**src/rtl/led_seq_ctrl.sv**
```systemverilog
// led_seq_ctrl: memory-mapped LED sequencer (static, blink, rotate, bounce) driving active-low pins.
// Define LED_SEQ_IRQ_EN to build the cycle-complete pending flag, CTRL[3] irq enable and irq output.
module led_seq_ctrl #(
    parameter logic [31:0] BASE_ADDR      = 32'h0000_7F40,
    parameter logic [31:0] DEFAULT_PERIOD = 32'd25_000_000
) (
    input  logic        clk,
    input  logic        reset_n,
    input  logic        WE,
    input  logic [3:0]  BE,
    input  logic [31:0] Addr,
    input  logic [31:0] Din,
    output logic [31:0] Dout,
    output logic [31:0] led_light
`ifdef LED_SEQ_IRQ_EN
    ,
    output logic        irq
`endif
);

    typedef enum logic [1:0] {
        MODE_STATIC = 2'd0,
        MODE_BLINK  = 2'd1,
        MODE_ROTATE = 2'd2,
        MODE_BOUNCE = 2'd3
    } mode_e;

`ifdef LED_SEQ_IRQ_EN
    localparam logic [3:0] CTRL_MASK = 4'hF;
`else
    localparam logic [3:0] CTRL_MASK = 4'h7;
`endif

    function automatic logic [31:0] byte_merge(input logic [31:0] old_val,
                                               input logic [31:0] new_val,
                                               input logic [3:0]  be);
        logic [31:0] res;
        res = old_val;
        for (int i = 0; i < 4; i++)
            if (be[i]) res[8*i +: 8] = new_val[8*i +: 8];
        return res;
    endfunction

    logic [3:0]  ctrl_q, ctrl_d;
    logic [31:0] pattern_q, pattern_d;
    logic [31:0] period_q, period_d;
    logic [31:0] cur_q, cur_d;
    logic [31:0] cnt_q, cnt_d;
    logic [7:0]  step_q, step_d;
    logic        phase_q, phase_d;
    logic        dir_q, dir_d;
    logic [4:0]  bpos_q, bpos_d;   // steps taken in the current bounce direction

    logic [31:0] offset;
    logic [1:0]  reg_sel;
    logic        in_win, wr_ctrl, wr_pattern, wr_period;
    logic        restart, running, step_evt, pend_bit;
    logic [31:0] last_cnt;
    mode_e       mode;
    logic        unused_offset_bits;

    // Addresses below BASE_ADDR wrap to huge offsets, so one compare covers both window bounds.
    assign offset             = Addr - BASE_ADDR;
    assign in_win             = offset < 32'd16;
    assign reg_sel            = offset[3:2];
    assign unused_offset_bits = ^offset[1:0];

    assign wr_ctrl    = WE && in_win && (reg_sel == 2'd0);
    assign wr_pattern = WE && in_win && (reg_sel == 2'd1);
    assign wr_period  = WE && in_win && (reg_sel == 2'd2);
    assign restart    = wr_ctrl || wr_pattern || wr_period;

    assign mode     = mode_e'(ctrl_q[1:0]);
    assign running  = ctrl_q[2] && (mode != MODE_STATIC);
    assign last_cnt = (period_q == 32'd0) ? 32'd0 : period_q - 32'd1;
    assign step_evt = running && !restart && (cnt_q == last_cnt);

    // NOTE: every variable gets its hold value first so no path through the block infers a latch.
    always_comb begin
        ctrl_d    = (wr_ctrl && BE[0]) ? (Din[3:0] & CTRL_MASK) : ctrl_q;
        pattern_d = wr_pattern ? byte_merge(pattern_q, Din, BE) : pattern_q;
        period_d  = wr_period  ? byte_merge(period_q,  Din, BE) : period_q;
        cur_d     = cur_q;
        cnt_d     = cnt_q;
        step_d    = step_q;
        phase_d   = phase_q;
        dir_d     = dir_q;
        bpos_d    = bpos_q;

        if (restart) begin
            cnt_d   = '0;
            step_d  = '0;
            phase_d = 1'b1;
            dir_d   = 1'b0;
            bpos_d  = '0;
            cur_d   = pattern_d;
        end else if (!running) begin
            cur_d = pattern_q;
            cnt_d = '0;
        end else if (step_evt) begin
            cnt_d  = '0;
            step_d = step_q + 8'd1;
            case (mode)
                MODE_BLINK: begin
                    phase_d = ~phase_q;
                    cur_d   = phase_q ? 32'd0 : pattern_q;
                end
                MODE_ROTATE: cur_d = {cur_q[30:0], cur_q[31]};
                MODE_BOUNCE: begin
                    cur_d = dir_q ? {cur_q[0], cur_q[31:1]} : {cur_q[30:0], cur_q[31]};
                    if (bpos_q == 5'd30) begin
                        bpos_d = '0;
                        dir_d  = ~dir_q;
                    end else begin
                        bpos_d = bpos_q + 5'd1;
                    end
                end
                default: ;
            endcase
        end else begin
            cnt_d = cnt_q + 32'd1;
        end
    end

    // NOTE: state registers use non-blocking assignments so all flops update from pre-edge values.
    always_ff @(posedge clk or negedge reset_n) begin
        if (!reset_n) begin
            ctrl_q    <= '0;
            pattern_q <= '0;
            period_q  <= DEFAULT_PERIOD;
            cur_q     <= '0;
            cnt_q     <= '0;
            step_q    <= '0;
            phase_q   <= 1'b1;
            dir_q     <= 1'b0;
            bpos_q    <= '0;
        end else begin
            ctrl_q    <= ctrl_d;
            pattern_q <= pattern_d;
            period_q  <= period_d;
            cur_q     <= cur_d;
            cnt_q     <= cnt_d;
            step_q    <= step_d;
            phase_q   <= phase_d;
            dir_q     <= dir_d;
            bpos_q    <= bpos_d;
        end
    end

`ifdef LED_SEQ_IRQ_EN
    logic pend_q, irq_q, cycle_done, status_clr;

    assign status_clr = WE && in_win && (reg_sel == 2'd3) && (|BE) && Din[10];

    always_comb begin
        cycle_done = 1'b0;
        if (step_evt) begin
            case (mode)
                MODE_BLINK:  cycle_done = !phase_q;
                MODE_ROTATE: cycle_done = (step_q[4:0] == 5'd31);
                MODE_BOUNCE: cycle_done = dir_q && (bpos_q == 5'd30);
                default:     cycle_done = 1'b0;
            endcase
        end
    end

    // A completing cycle outranks a simultaneous software clear.
    always_ff @(posedge clk or negedge reset_n) begin
        if (!reset_n) begin
            pend_q <= 1'b0;
            irq_q  <= 1'b0;
        end else begin
            pend_q <= cycle_done ? 1'b1 : (status_clr ? 1'b0 : pend_q);
            irq_q  <= pend_q & ctrl_q[3];
        end
    end

    assign irq      = irq_q;
    assign pend_bit = pend_q;
`else
    assign pend_bit = 1'b0;
`endif

    always_comb begin
        Dout = '0;
        if (in_win) begin
            case (reg_sel)
                2'd0:    Dout = {28'd0, ctrl_q};
                2'd1:    Dout = pattern_q;
                2'd2:    Dout = period_q;
                default: Dout = {21'd0, pend_bit, dir_q, phase_q, step_q};
            endcase
        end
    end

    assign led_light = ~cur_q;

endmodule
```
**config.mk**
```make
export PLATFORM = sky130hd
export DESIGN_NAME = led_seq_ctrl
export DESIGN_NICKNAME = d
export VERILOG_FILES = /design/src/rtl/led_seq_ctrl.sv
export SDC_FILE = /design/constraint.sdc
export NUM_CORES = 1
export LEC_CHECK = 0
export CORE_MARGIN = 2
export CORE_UTILIZATION = 30
export CTS_BUF_LIST = sky130_fd_sc_hd__clkbuf_4 sky130_fd_sc_hd__clkbuf_8
export DETAILED_ROUTE_END_ITERATION = 10
export DONT_BUFFER_PORTS = 1
export GPL_ROUTABILITY_DRIVEN = 0
export GPL_TIMING_DRIVEN = 0
export SKIP_CTS_REPAIR_TIMING = 1
export SLEW_MARGIN = 5
export SYNTH_ARGS = -nofsm -noshare
export SYNTH_HDL_FRONTEND = slang
export SYNTH_SLANG_ARGS = --single-unit
```
**constraint.sdc**
```tcl
create_clock -name clk -period 3.9 [get_ports clk]
set_input_delay 0.39 -clock clk [delete_from_list [all_inputs] [get_ports clk]]
set_output_delay 0.39 -clock clk [all_outputs]
set_load 0.05 [all_outputs]
```
==> PnR_summary.wiki, run 1 <==
{| class="wikitable"
! Metric !! Value
|-
| Least-Margin Pin Slew || approximately 1.2 ns
|-
| PortBufs || 0
|-
| Xor and xnor area share after synthesis || 0.0541
|-
| Starting utilization of the core area || 0.306
|-
| Max-Cap Viols || 0
|-
| Skew final || between 0.015 and 0.02 ns
|-
| GR Overflow Total || 0
|-
| Total clock buffers created by CTS || 17
|-
| Core box area || between 0.03 and 0.04 mm^2
|-
| Ratio of cells with drive above 1 in the final layout || 0.172
|-
| Number of clock sinks || 146
|-
| Kind of launch point of the worst setup path || flop
|-
| Status || finished with violations
|-
| Relative slew margins || 0.216
|-
| DP Worst Slack || -0.712 ns
|-
| Cell repeated most along the worst path || sky130_fd_sc_hd__buf_12
|-
| Diodes inserted || 0
|-
| Initial antenna violation count || 0
|-
| Commonest cells after routing, fill and taps aside || sky130_fd_sc_hd__nand2_1 (147), sky130_fd_sc_hd__nor2_1 (142), sky130_fd_sc_hd__dfrtp_1 (128), sky130_fd_sc_hd__a22oi_1 (64), sky130_fd_sc_hd__mux2_2 (60)
|-
| Setup total negative slack || -5.44 ns
|-
| Combinational family with the most area after synthesis || simple AND/OR/NAND/NOR gates
|-
| Number of violations reported at the end of detailed-routing iteration 0 || 743
|-
| Maximum clock frequency || around 0.24 GHz
|-
| Power density of the placed cells || roughly 250 mW/mm^2
|-
| Kind of end point of the critical path || flop
|-
| Final Max Slew Viols || 0
|-
| Fraction of registers with async set or reset after synthesis || 1.00
|-
| Net Count, Synth || 1,231
|-
| Count of synthesis-stage warnings from yosys || 0
|-
| Pin count of the biggest net entering global routing || approximately 150
|-
| HPWL after detailed placement || between 20,000 and 25,000 um
|-
| Total detailed-routing wirelength || 32,700 um
|-
| Average routed wire per standard cell || slightly below 20 um
|-
| Minimum clock period after layout || between 4 and 5 ns
|-
| Power after layout || between 2 and 3 mW
|-
| CTS clock-pin slew for the worst setup and hold paths || around 0.090 ns
|-
| Number of H-tree levels || 4
|-
| Number of rows in the core area || 66
|-
| Leading cell type in the layout, fill and taps excluded || sky130_fd_sc_hd__nand2_1
|-
| Primary FF master, synth || sky130_fd_sc_hd__dfrtp_1
|-
| Crit path max-delay cell type || sky130_fd_sc_hd__or4_4
|-
| GRT Resource Usage Total || 0.185
|-
| Mean instance size in the synthesized netlist || 8.69 um^2
|-
| Insertion delay of the later-clocked pin in the worst-skew pair || roughly 0.48 ns
|-
| Die boundary height || approximately 190 um
|-
| Failing checks || setup timing
|-
| Multiplexer fraction of the synthesized cell area || 0.117
|-
| Synth unique cells || 79
|-
| Root buffer cell || sky130_fd_sc_hd__clkbuf_8
|-
| Final worst setup slack || -0.183 ns
|-
| RSZ-0062 raised after global routing || yes
|-
| Die X || 187 um
|-
| Share of the synthesized area in compound gates (AO/OA/AOI/OAI) || 0.165
|-
| Fraction of the core area covered by cells at the end of the flow || 0.351
|-
| Avg Vias per Cell || between 5 and 6
|-
| I/O pins || approximately 140
|-
| Simple-Gate Fraction of Synth Area || 0.233
|-
| Cells along the critical path || or4_4 > nor4_4 > nand4_4 > buf_6 > a211oi_4 > nor2_1 > a2111o_1 > a2111oi_4 > nand4_1 > o31ai_4 > buf_12 > buf_12 > mux2_4
|-
| Sequential cell area fraction in the yosys report || 0.367
|-
| Clock tree buffer depth || 2
|-
| Critical path data required time || about 4.3 ns
|-
| Die Footprint || between 0.03 and 0.04 mm^2
|-
| Hold Vio Cnt, Final || 0
|-
| Arrival time at the worst endpoint || roughly 4.5 ns
|-
| TritonCTS clock tree || built
|-
| Highest net fanout along the worst path || 7
|-
| Peak VDD IR || about 190 uV
|-
| Combined area of all synthesized cells || approximately 0.010 mm^2
|-
| Global-route wire length before repair || roughly 50,000 um
|-
| Leakage || roughly 4.9 nW
|-
| Slowest Stage Delay on Critical Path || roughly 0.58 ns
|-
| Post-route clock period utilization || 1.05
|-
| Number of DRC violations after detailed routing || 0
|-
| Nets@finish || between 1,000 and 1,500
|-
| Type of the setup path with the least slack || flop to flop
|-
| Fraction of the mapped netlist area in adder cells || 0.0125
|-
| Routed via count || roughly 9,100
|-
| Number of failing setup endpoints in the final timing report || 67
|-
| Antenna viol nets, final || 0
|-
| Number of global-route vias before repair || 8,877
|-
| Yosys reg bits || ~150
|-
| Count of TritonRoute iterations in the first routing pass || 5
|-
| Mapped Cells || between 1,000 and 1,500
|-
| Class of the tightest hold or removal check || input pin to flop
|-
| Area added between synthesis and finish || 14.7%
|-
| EDFF count, synth || 0
|}
-- registers in the layout, summed over array words and instances (netlist names) --
name,cells
cnt_q,32
pattern_q,32
period_q,32
bpos_q,5
phase_q,1
cur_q,32
dir_q,1
ctrl_q,3
step_q,8
-- cells in the mapped netlist (4+ instances only) --
cell | instances | area (um^2)
sky130_fd_sc_hd__nand2_1 | 147 | 552
sky130_fd_sc_hd__nor2_1 | 143 | 537
sky130_fd_sc_hd__dfrtp_1 | 133 | 3330
sky130_fd_sc_hd__clkbuf_1 | 65 | 244
sky130_fd_sc_hd__a22oi_1 | 64 | 480
sky130_fd_sc_hd__mux2_2 | 61 | 687
sky130_fd_sc_hd__o21ai_0 | 51 | 255
sky130_fd_sc_hd__inv_1 | 42 | 158
sky130_fd_sc_hd__mux2i_1 | 38 | 380
sky130_fd_sc_hd__nand3_1 | 31 | 155
sky130_fd_sc_hd__xnor2_1 | 30 | 263
sky130_fd_sc_hd__a221oi_1 | 29 | 254
sky130_fd_sc_hd__xor2_1 | 29 | 254
sky130_fd_sc_hd__a21oi_1 | 25 | 125
sky130_fd_sc_hd__nor4_1 | 23 | 144
sky130_fd_sc_hd__nor3_1 | 20 | 100
sky130_fd_sc_hd__nand4_1 | 18 | 113
sky130_fd_sc_hd__dfstp_2 | 13 | 342
sky130_fd_sc_hd__buf_2 | 11 | 55.1
sky130_fd_sc_hd__or3_1 | 11 | 68.8
sky130_fd_sc_hd__and3_1 | 10 | 62.6
sky130_fd_sc_hd__and4_1 | 10 | 87.6
sky130_fd_sc_hd__ha_1 | 10 | 125
sky130_fd_sc_hd__nor2b_1 | 9 | 56.3
sky130_fd_sc_hd__and2_1 | 7 | 43.8
sky130_fd_sc_hd__nand2b_1 | 7 | 43.8
sky130_fd_sc_hd__o211ai_1 | 7 | 52.6
sky130_fd_sc_hd__nor4b_1 | 6 | 52.6
sky130_fd_sc_hd__a211oi_1 | 5 | 37.5
sky130_fd_sc_hd__o21a_1 | 5 | 37.5
sky130_fd_sc_hd__or4_1 | 5 | 37.5
sky130_fd_sc_hd__a311oi_1 | 4 | 35.0
sky130_fd_sc_hd__nand4b_1 | 4 | 35.0
sky130_fd_sc_hd__o31ai_1 | 4 | 30.0
-- layout make-up --
| cell class | count | area (um^2) |
|---|---|---|
| buffer | 77 | 352 |
| clock buffer | 17 | 234 |
| clock inverter | 15 | 168 |
| fill | 3450 | 21200 |
| inverter | 42 | 158 |
| multi-input combinational | 878 | 5980 |
| sequential | 146 | 3680 |
| tap | 442 | 553 |
| timing repair buffer | 37 | 342 |
-- power by group --
part	switching (mW)	total (mW)	internal [mW]
Combinational	0.0507	0.0691	0.0184
Sequential	0.000000155	1.51	1.51
Clock	0.719	1.25	0.535
Total	0.769	2.84	2.07
-- cell families after synthesis --
| kind of cell | Yosys count |
|---|---|
| simple gates | 472 |
| flops | 146 |
| compound gates | 231 |
| fa+ha+maj | 10 |
| buf+inv | 126 |
| mux | 105 |
| xor+xnor | 60 |
-- critical path: cells and delay by family (launching register included) --
family                 cells  cell delay (ns)
and+or+nand+nor            5             1.48
AOI/OAI and AO/OA          4             1.27
buffers and inverters      3             0.47
DFF                        1             0.45
muxes                      1             0.29
-- per-layer routing --
metal | global-route usage | part of all wire | routed length [um]
met3 | 0.0359 | 0.054 | 1760
met2 | 0.304 | 0.47 | 15400
met4 | 0.0830 | 0.039 | 1280
met5 | 0 | 0 | 0
met1 | 0.237 | 0.44 | 14200
-- stage by stage --
| step | hold WS (ns) | std cells | area (um^2) |
|---|---|---|---|
| finish | 0.0208 | 1654 | 11500 |
| global route | 0.0126 | 1654 | 11500 |
| CTS | -0.404 | 1624 | 11000 |
| detailed placement | 0.114 | 1592 | 10600 |
| global placement | 0.114 | 1592 | 10600 |
| floorplan | 0.0944 | 1150 | 10000 |
-- final timing paths --
path	from	to	slack [ns]	cells after the start
worst max register to register	period_q[27]	cur_q[19]	-0.18	13
worst max-delay path	period_q[27]	cur_q[19]	-0.18	13
worst min-delay path	Din[15]	pattern_q[15]	0.02	2
max in group asynchronous	reset_n	period_q[25]	2.65	2
min in group asynchronous	reset_n	bpos_q[4]	0.56	2
worst min register to register	pattern_q[15]	pattern_q[15]	0.52	2
Power figures use the tool's default switching activity.
==> run 2, diff against run 1 <==
--- a/config.mk
+++ b/config.mk
@@ -11,7 +11,6 @@
 export DETAILED_ROUTE_END_ITERATION = 10
 export DONT_BUFFER_PORTS = 1
 export GPL_ROUTABILITY_DRIVEN = 0
-export GPL_TIMING_DRIVEN = 0
 export SKIP_CTS_REPAIR_TIMING = 1
 export SLEW_MARGIN = 5
 export SYNTH_ARGS = -nofsm -noshare
==> run 2 against run 1 <==
  * The flow now finishes without violations
  * Clock power hardly changed
  * Critical path depth stayed put
  * Total power is 0.71% higher
  * Routed wire length is 2.3% lower
  * Critical endpoint is now cur_q[25]
==> PnR_summary.wiki, run 2 (synthesis results as in run 1) <==
{| class="wikitable"
! Metric !! Value
|-
| Status || complete, no violations
|-
| Antenna viol nets, final || 0 (unchanged)
|-
| Total detailed-routing wirelength || 32,000 um (-2.3%)
|-
| Routed via count || 9,056 (-0.38%)
|-
| Fraction of the core area covered by cells at the end of the flow || 0.359 (+0.00838)
|-
| Die boundary height || 187 um (unchanged)
|-
| PortBufs || 0 (unchanged)
|-
| Global-route wire length before repair || 50,300 um (-1.8%)
|-
| GRT Resource Usage Total || 0.179 (-0.00587)
|-
| Highest net fanout along the worst path || 7 (unchanged)
|-
| Leakage || 5.16 nW (+5.6%)
|-
| Final Max Slew Viols || 0 (unchanged)
|-
| Area added between synthesis and finish || 17.4%
|-
| Clock tree buffer depth || 2 (unchanged)
|-
| Number of H-tree levels || 4 (unchanged)
|-
| Initial antenna violation count || 0 (unchanged)
|-
| Class of the tightest hold or removal check || input pin to flop
|-
| Relative slew margins || 0.427 (+0.210)
|-
| Number of violations reported at the end of detailed-routing iteration 0 || 670 (-9.8%)
|-
| Arrival time at the worst endpoint || 4.25 ns (-0.20 ns)
|-
| Average routed wire per standard cell || 19.4 um (-2.0%)
|-
| Layout filler cell count || 3,421 (-0.84%)
|-
| Starting utilization of the core area || 0.306 (unchanged)
|-
| Hold_ws || 0.0227 ns (+0.00195 ns)
|-
| Pin count of the biggest net entering global routing || 147 (unchanged)
|-
| Commonest cells after routing, fill and taps aside || sky130_fd_sc_hd__nand2_1 (147), sky130_fd_sc_hd__nor2_1 (143), sky130_fd_sc_hd__dfrtp_1 (130), sky130_fd_sc_hd__buf_4 (97), sky130_fd_sc_hd__a22oi_1 (64)
|-
| RSZ-0062 raised after global routing || yes
|-
| Number of clock sinks || 146 (unchanged)
|-
| Type of the setup path with the least slack || flop to flop
|-
| Number of global-route vias before repair || 8,837 (-0.45%)
|-
| Nets@finish || 1,276 (-0.31%)
|-
| Diodes inserted || 0 (unchanged)
|-
| Core box area || 0.0327 mm^2 (unchanged)
|-
| TritonCTS clock tree || built
|-
| Least-Margin Pin Slew || 0.856 ns (-0.315 ns)
|-
| Setup total negative slack || 0 ns (+5.44 ns)
|-
| Number of failing setup endpoints in the final timing report || 0 (-100%)
|-
| Root buffer cell || sky130_fd_sc_hd__clkbuf_8
|-
| Die X || 187 um (unchanged)
|-
| Max-Cap Viols || 0 (unchanged)
|-
| DP Worst Slack || -0.130 ns (+0.582 ns)
|-
| CTS clock-pin slew for the worst setup and hold paths || 0.11 ns (+0.02 ns)
|-
| Skew final || 0.0205 ns (+0.000854 ns)
|-
| Critical path data required time || 4.30 ns (+0.04 ns)
|-
| Total clock buffers created by CTS || 17 (unchanged)
|-
| Kind of launch point of the worst setup path || flop
|-
| Kind of end point of the critical path || flop
|-
| I/O pins || 135 (unchanged)
|-
| Peak VDD IR || 182 uV (-5.7%)
|-
| Post-route clock period utilization || 0.987 (-0.0596)
|-
| Die Footprint || 0.0348 mm^2 (unchanged)
|-
| Number of rows in the core area || 66 (unchanged)
|-
| Hold Vio Cnt, Final || 0 (unchanged)
|-
| Maximum clock frequency || 0.260 GHz (+6.0%)
|-
| GR Overflow Total || 0 (unchanged)
|-
| Final worst setup slack || 0.0494 ns (+0.233 ns)
|-
| Insertion delay of the later-clocked pin in the worst-skew pair || 0.48 ns (about the same)
|-
| Count of TritonRoute iterations in the first routing pass || 5 (unchanged)
|-
| Number of DRC violations after detailed routing || 0 (unchanged)
|-
| Leading cell type in the layout, fill and taps excluded || sky130_fd_sc_hd__nand2_1
|-
| HPWL after detailed placement || 23,600 um (-5.1%)
|-
| Power density of the placed cells || 243 mW/mm^2 (-1.6%)
|-
| Avg Vias per Cell || 5.49 (-0.14%)
|-
| Ratio of cells with drive above 1 in the final layout || 0.224 (+0.0519)
|-
| Minimum clock period after layout || 3.85 ns (-0.233 ns)
|}
==> run 2: cell count changes in the layout (fill, tap and decap cells not counted), moves of 3 or more <==
cell	change
sky130_fd_sc_hd__buf_1	-3
sky130_fd_sc_hd__buf_2	-9
sky130_fd_sc_hd__clkbuf_1	-58
sky130_fd_sc_hd__buf_4	+65
==> run 2: layer usage <==
metal | track usage | up-vias | wire, um
li1 | - | 4236 | -
met3 | 0.0342 | 53 | 1670
met4 | 0.0726 | 0 | 969
met2 | 0.289 | 266 | 15100
met1 | 0.237 | 4501 | 14200
met5 | 0 | - | 0
==> run 2: cell type report <==
type                       instances  area [um^2]  share of cell area
timing repair buffer             110          960              0.0817
tap                              442          553              0.0471
clock buffer                      18          248              0.0211
inverter                          42          158              0.0134
clock inverter                    14          163              0.0139
multi-input combinational        878         5990               0.510
sequential                       146         3670               0.313
==> run 2: final timing paths <==
path                                  to     startpoint  depth (start not counted)  slack [ns]
setup / recovery               cur_q[25]   period_q[26]                         13        0.05
min in group asynchronous      bpos_q[3]        reset_n                          2        0.58
hold reg to reg            pattern_q[11]  pattern_q[11]                          2        0.52
hold / removal             pattern_q[22]        Din[22]                          2        0.02
max in group asynchronous   period_q[26]        reset_n                          2        2.72
setup reg to reg               cur_q[25]   period_q[26]                         13        0.05
==> run 2: through the flow <==
stage / instance area (um^2) / std cells / power (mW)
final: 11700 / 1650 / 2.86
after global routing: 11700 / 1650 / 2.95
after CTS: 11400 / 1630 / 2.85
after detailed placement: 11000 / 1598 / 1.57
after global placement: 11000 / 1598 / 1.57
after floorplan: 10000 / 1150 / 1.57
==> run 2: critical path, cell delays in order (launching register included) <==
cell and delay [ns]:
sky130_fd_sc_hd__dfrtp_1 0.38, sky130_fd_sc_hd__or4_4 0.58, sky130_fd_sc_hd__nor4_4 0.36, sky130_fd_sc_hd__nand4_4 0.22, sky130_fd_sc_hd__a211oi_2 0.25, sky130_fd_sc_hd__a21oi_2 0.08, sky130_fd_sc_hd__a2111o_1 0.40, sky130_fd_sc_hd__a2111oi_2 0.34
sky130_fd_sc_hd__nand4_1 0.24, sky130_fd_sc_hd__o31ai_4 0.26, sky130_fd_sc_hd__buf_4 0.16, sky130_fd_sc_hd__buf_12 0.14, sky130_fd_sc_hd__buf_12 0.14, sky130_fd_sc_hd__mux2i_2 0.22
==> run 2: power by group <==
part           leakage, nW  total [mW]  internal [mW]  switching (mW)
clock                0.208        1.28          0.559           0.718
combinational         3.02      0.0660         0.0191          0.0469
sequential            1.93        1.51           1.51     0.000000174
total                 5.16        2.86           2.09           0.765
==> run 3, diff against run 2 <==
--- a/config.mk
+++ b/config.mk
@@ -5,6 +5,7 @@
 export SDC_FILE = /design/constraint.sdc
 export NUM_CORES = 1
 export LEC_CHECK = 0
+export ABC_AREA = 1
 export CORE_MARGIN = 2
 export CORE_UTILIZATION = 30
 export CTS_BUF_LIST = sky130_fd_sc_hd__clkbuf_4 sky130_fd_sc_hd__clkbuf_8
==> run 3 against run 2 <==
  * Non-clock buffer count fell by 62
  * Synthesized cell count rose by 68%
  * Hold slack improved by 0.030 ns
  * Die area rose by 18%
  * Clock skew barely moved
  * Global-route usage rose by 1.6 points
  * Total power rose by 9.2%
  * Critical endpoint is now cur_q[23]
  * Highest routed layer unchanged
==> PnR_summary.wiki, run 3 <==
{| class="wikitable"
! Metric !! Value
|-
| Number of DRC violations after detailed routing || 0 (unchanged)
|-
| Global routing usage on met2 || 0.307 (+0.0178)
|-
| Crit path max-delay cell type || sky130_fd_sc_hd__dfrtp_1
|-
| Number of violations reported at the end of detailed-routing iteration 0 || 1,019 (+52%)
|-
| Max-Cap Viols || 0 (unchanged)
|-
| Clock tree buffer depth || 2 (unchanged)
|-
| Sequential cell area fraction in the yosys report || 0.310 (-0.0570)
|-
| Leakage || 6.29 nW (+22%)
|-
| Pin count of the biggest net entering global routing || 147 (unchanged)
|-
| Die Footprint || 0.0411 mm^2 (+18%)
|-
| Highest net fanout along the worst path || 19 (+12)
|-
| EDFF count, synth || 0 (unchanged)
|-
| Critical path data required time || 4.26 ns (-0.04 ns)
|-
| GRT Resource Usage Total || 0.195 (+0.0157)
|-
| Minimum clock period after layout || 3.19 ns (-0.660 ns)
|-
| HPWL after detailed placement || 29,600 um (+25%)
|-
| Mean instance size in the synthesized netlist || 6.12 um^2 (-30%)
|-
| Least-Margin Pin Slew || 1.05 ns (+0.194 ns)
|-
| Commonest cells after routing, fill and taps aside || sky130_fd_sc_hd__nand2_1 (713), sky130_fd_sc_hd__inv_1 (209), sky130_fd_sc_hd__nand3_1 (204), sky130_fd_sc_hd__nor2_1 (184), sky130_fd_sc_hd__dfrtp_1 (132)
|-
| Kind of cell with the highest combined delay on the critical path || simple AND/OR/NAND/NOR gates
|-
| Status || complete, no violations
|-
| Insertion delay of the later-clocked pin in the worst-skew pair || 0.48 ns (about the same)
|-
| Relative slew margins || 0.300 (-0.127)
|-
| Top-area cell type share of the netlist area || 0.281 (-0.0517)
|-
| Leading post-synthesis cells by cell area || sky130_fd_sc_hd__dfrtp_1 (28%), sky130_fd_sc_hd__nand2_1 (23%), sky130_fd_sc_hd__nand3_1 (8.6%)
|-
| Final Max Slew Viols || 0 (unchanged)
|-
| Avg Vias per Cell || 5.05 (-8.0%)
|-
| Top-count cell post-synth || sky130_fd_sc_hd__nand2_1
|-
| Die X || 203 um (+8.6%)
|-
| Initial antenna violation count || 1 (+1)
|-
| Net Count, Synth || 2,016 (+64%)
|-
| Fraction of registers with async set or reset after synthesis || 1.00 (unchanged)
|-
| Post-route clock period utilization || 0.818 (-0.169)
|-
| Layout Cell Area excl Fill || 0.0130 mm^2 (+11%)
|-
| Number of H-tree levels || 4 (unchanged)
|-
| Largest area contributor in the synthesized netlist || sky130_fd_sc_hd__dfrtp_1
|-
| I/O pins || 135 (unchanged)
|-
| PortBufs || 0 (unchanged)
|-
| Mapped Cells || 1,935 (+68%)
|-
| Count of synthesis-stage warnings from yosys || 0 (unchanged)
|-
| Area added between synthesis and finish || 10.2%
|-
| Type of the setup path with the least slack || flop to flop
|-
| Cells along the critical path || inv_1 > ha_1 > nand2_2 > nor2_1 > nand2_1 > inv_2 > nand2_1 > nand2_1 > nand3_1 > nand2_1 > nand2_1 > nor2_1 > nand2_1 > nor2_1 > nand3_2 > nand2_4 > nand2_4 > buf_4 > nand2_1 > nand2_1
|-
| TritonCTS clock tree || built
|-
| Core box area || 0.0388 mm^2 (+19%)
|-
| Count of TritonRoute iterations in the first routing pass || 5 (unchanged)
|-
| Total clock buffers created by CTS || 17 (unchanged)
|-
| Yosys reg bits || 146 (unchanged)
|-
| Ratio of cells with drive above 1 in the final layout || 0.0821 (-0.141)
|-
| Hold path start || Din[5]
|-
| Layout filler cell count || 4,254 (+24%)
|-
| Total detailed-routing wirelength || 39,900 um (+25%)
|-
| Number of clock sinks || 146 (unchanged)
|-
| Skew final || 0.0210 ns (+0.000460 ns)
|-
| Worst path buffer plus inverter count || 3 (unchanged)
|-
| Post-synth top cells || sky130_fd_sc_hd__nand2_1 (713), sky130_fd_sc_hd__inv_1 (209), sky130_fd_sc_hd__nand3_1 (204)
|-
| Synth unique cells || 43 (-46%)
|-
| Number of global-route vias before repair || 11,600 (+31%)
|-
| Kind of launch point of the worst setup path || flop
|-
| Arrival time at the worst endpoint || 3.55 ns (-0.70 ns)
|-
| Met1 Use GR || 0.254 (+0.0177)
|-
| Power density of the placed cells || 239 mW/mm^2 (-1.6%)
|-
| RSZ-0062 raised after global routing || no
|-
| Primary FF master, synth || sky130_fd_sc_hd__dfrtp_1
|-
| CTS clock-pin slew for the worst setup and hold paths || 0.09 ns (-0.02 ns)
|-
| Routed via count || 12,400 (+37%)
|-
| Root buffer cell || sky130_fd_sc_hd__clkbuf_8
|-
| Launch point of the worst path || period_q[0]
|-
| Average routed wire per standard cell || 16.2 um (-16%)
|-
| Leading cell type in the layout, fill and taps excluded || sky130_fd_sc_hd__nand2_1
|-
| Starting utilization of the core area || 0.305 (-0.000926)
|-
| Nets@finish || 2,004 (+57%)
|-
| Slowest Stage Delay on Critical Path || 0.39 ns (-0.19 ns)
|-
| Cell repeated most along the worst path || sky130_fd_sc_hd__nand2_1
|-
| Combined area of all synthesized cells || 0.0118 mm^2 (+18%)
|-
| GR Overflow Total || 0 (unchanged)
|-
| Antenna viol nets, final || 0 (unchanged)
|-
| Hold_ws || 0.0523 ns (+0.0295 ns)
|-
| Hold Vio Cnt, Final || 0 (unchanged)
|-
| Startpoint of the worst register-to-register path || period_q[0]
|-
| Number of failing setup endpoints in the final timing report || 0 (unchanged)
|-
| Global-route wire length before repair || 63,900 um (+27%)
|-
| Die boundary height || 203 um (+8.6%)
|-
| Maximum clock frequency || 0.313 GHz (+21%)
|-
| Peak VDD IR || 194 uV (+6.2%)
|-
| M3 GR Usage || 0.0482 (+0.0139)
|-
| Number of rows in the core area || 72 (+9.1%)
|-
| Cell area after placement || 0.0125 mm^2 (+14%)
|-
| Peak-usage layer in the global routing report || met2
|-
| Kind of end point of the critical path || flop
|-
| Class of the tightest hold or removal check || input pin to flop
|}
run 3: cell types whose count changed after synthesis, moves of 36 or more:
cell                      change
sky130_fd_sc_hd__o21ai_0     +67
sky130_fd_sc_hd__nand2_1    +566
sky130_fd_sc_hd__nor2_1      +45
sky130_fd_sc_hd__nand3_1    +173
sky130_fd_sc_hd__a21oi_1     +40
sky130_fd_sc_hd__inv_1      +167
sky130_fd_sc_hd__mux2_2      -36
sky130_fd_sc_hd__a22oi_1     -64
sky130_fd_sc_hd__mux2i_1     -38
run 3: layout make-up:
type                       instances  area, um^2  area share
antenna                            2        5.00    0.000384
clock buffer                      18         248      0.0190
clock inverter                    14         226      0.0174
inverter                         217         820      0.0629
multi-input combinational       1493        7020       0.539
sequential                       146        3670       0.282
tap                              518         648      0.0497
timing repair buffer              48         395      0.0303
run 3: worst register-to-register path: cells and delay by family, from the launching register on:
kind	cells	cell delay [ns]
AND/OR/NAND/NOR	16	1.90
buffers and inverters	3	0.53
flip-flops	1	0.39
adder cells (fa/ha/maj)	1	0.28
run 3: final timing paths:
kind	slack, ns	to	cells past startpoint
worst min register to register	0.49	phase_q	2
worst max register to register	0.71	cur_q[23]	20
worst min-delay path	0.05	period_q[5]	1
worst max-delay path	0.71	cur_q[23]	20
min in group asynchronous	0.54	cnt_q[12]	2
max in group asynchronous	2.66	period_q[23]	2
run 3: metrics by stage:
stage / util / power, mW / worst slack [ns] / instances / setup TNS (ns)
floorplan: - / 1.63 / -0.316 / 1935 / -0.633
global placement: 0.322 / 1.64 / 0.754 / 2420 / 0
detailed placement: 0.322 / 1.64 / 0.723 / 2420 / 0
CTS: 0.335 / 3.10 / 0.712 / 2452 / 0
global route: 0.336 / 3.23 / 0.388 / 2454 / 0
finish: 0.336 / 3.12 / 0.710 / 2456 / 0
run 3: routing by layer:
metal,vias up,wire length (um)
li1,6156,-
met1,5734,17400
met2,424,17800
met3,91,3090
met4,0,1640
met5,-,0
run 3: logic make-up after synthesis:
kind of cell,after synthesis,share of synthesized area
AOI/OAI and AO/OA,202,0.0893
xor gates and xnor gates,35,0.0259
adders and majority gates,10,0.0106
buffers and inverters,296,0.101
DFF,146,0.310
muxes,29,0.0276
and+or+nand+nor,1217,0.435
run 3: report_power, final:
group / internal, mW / switching (mW)
Sequential: 1.51 / 0.0000000513
Clock: 0.790 / 0.682
Combinational: 0.0358 / 0.0987
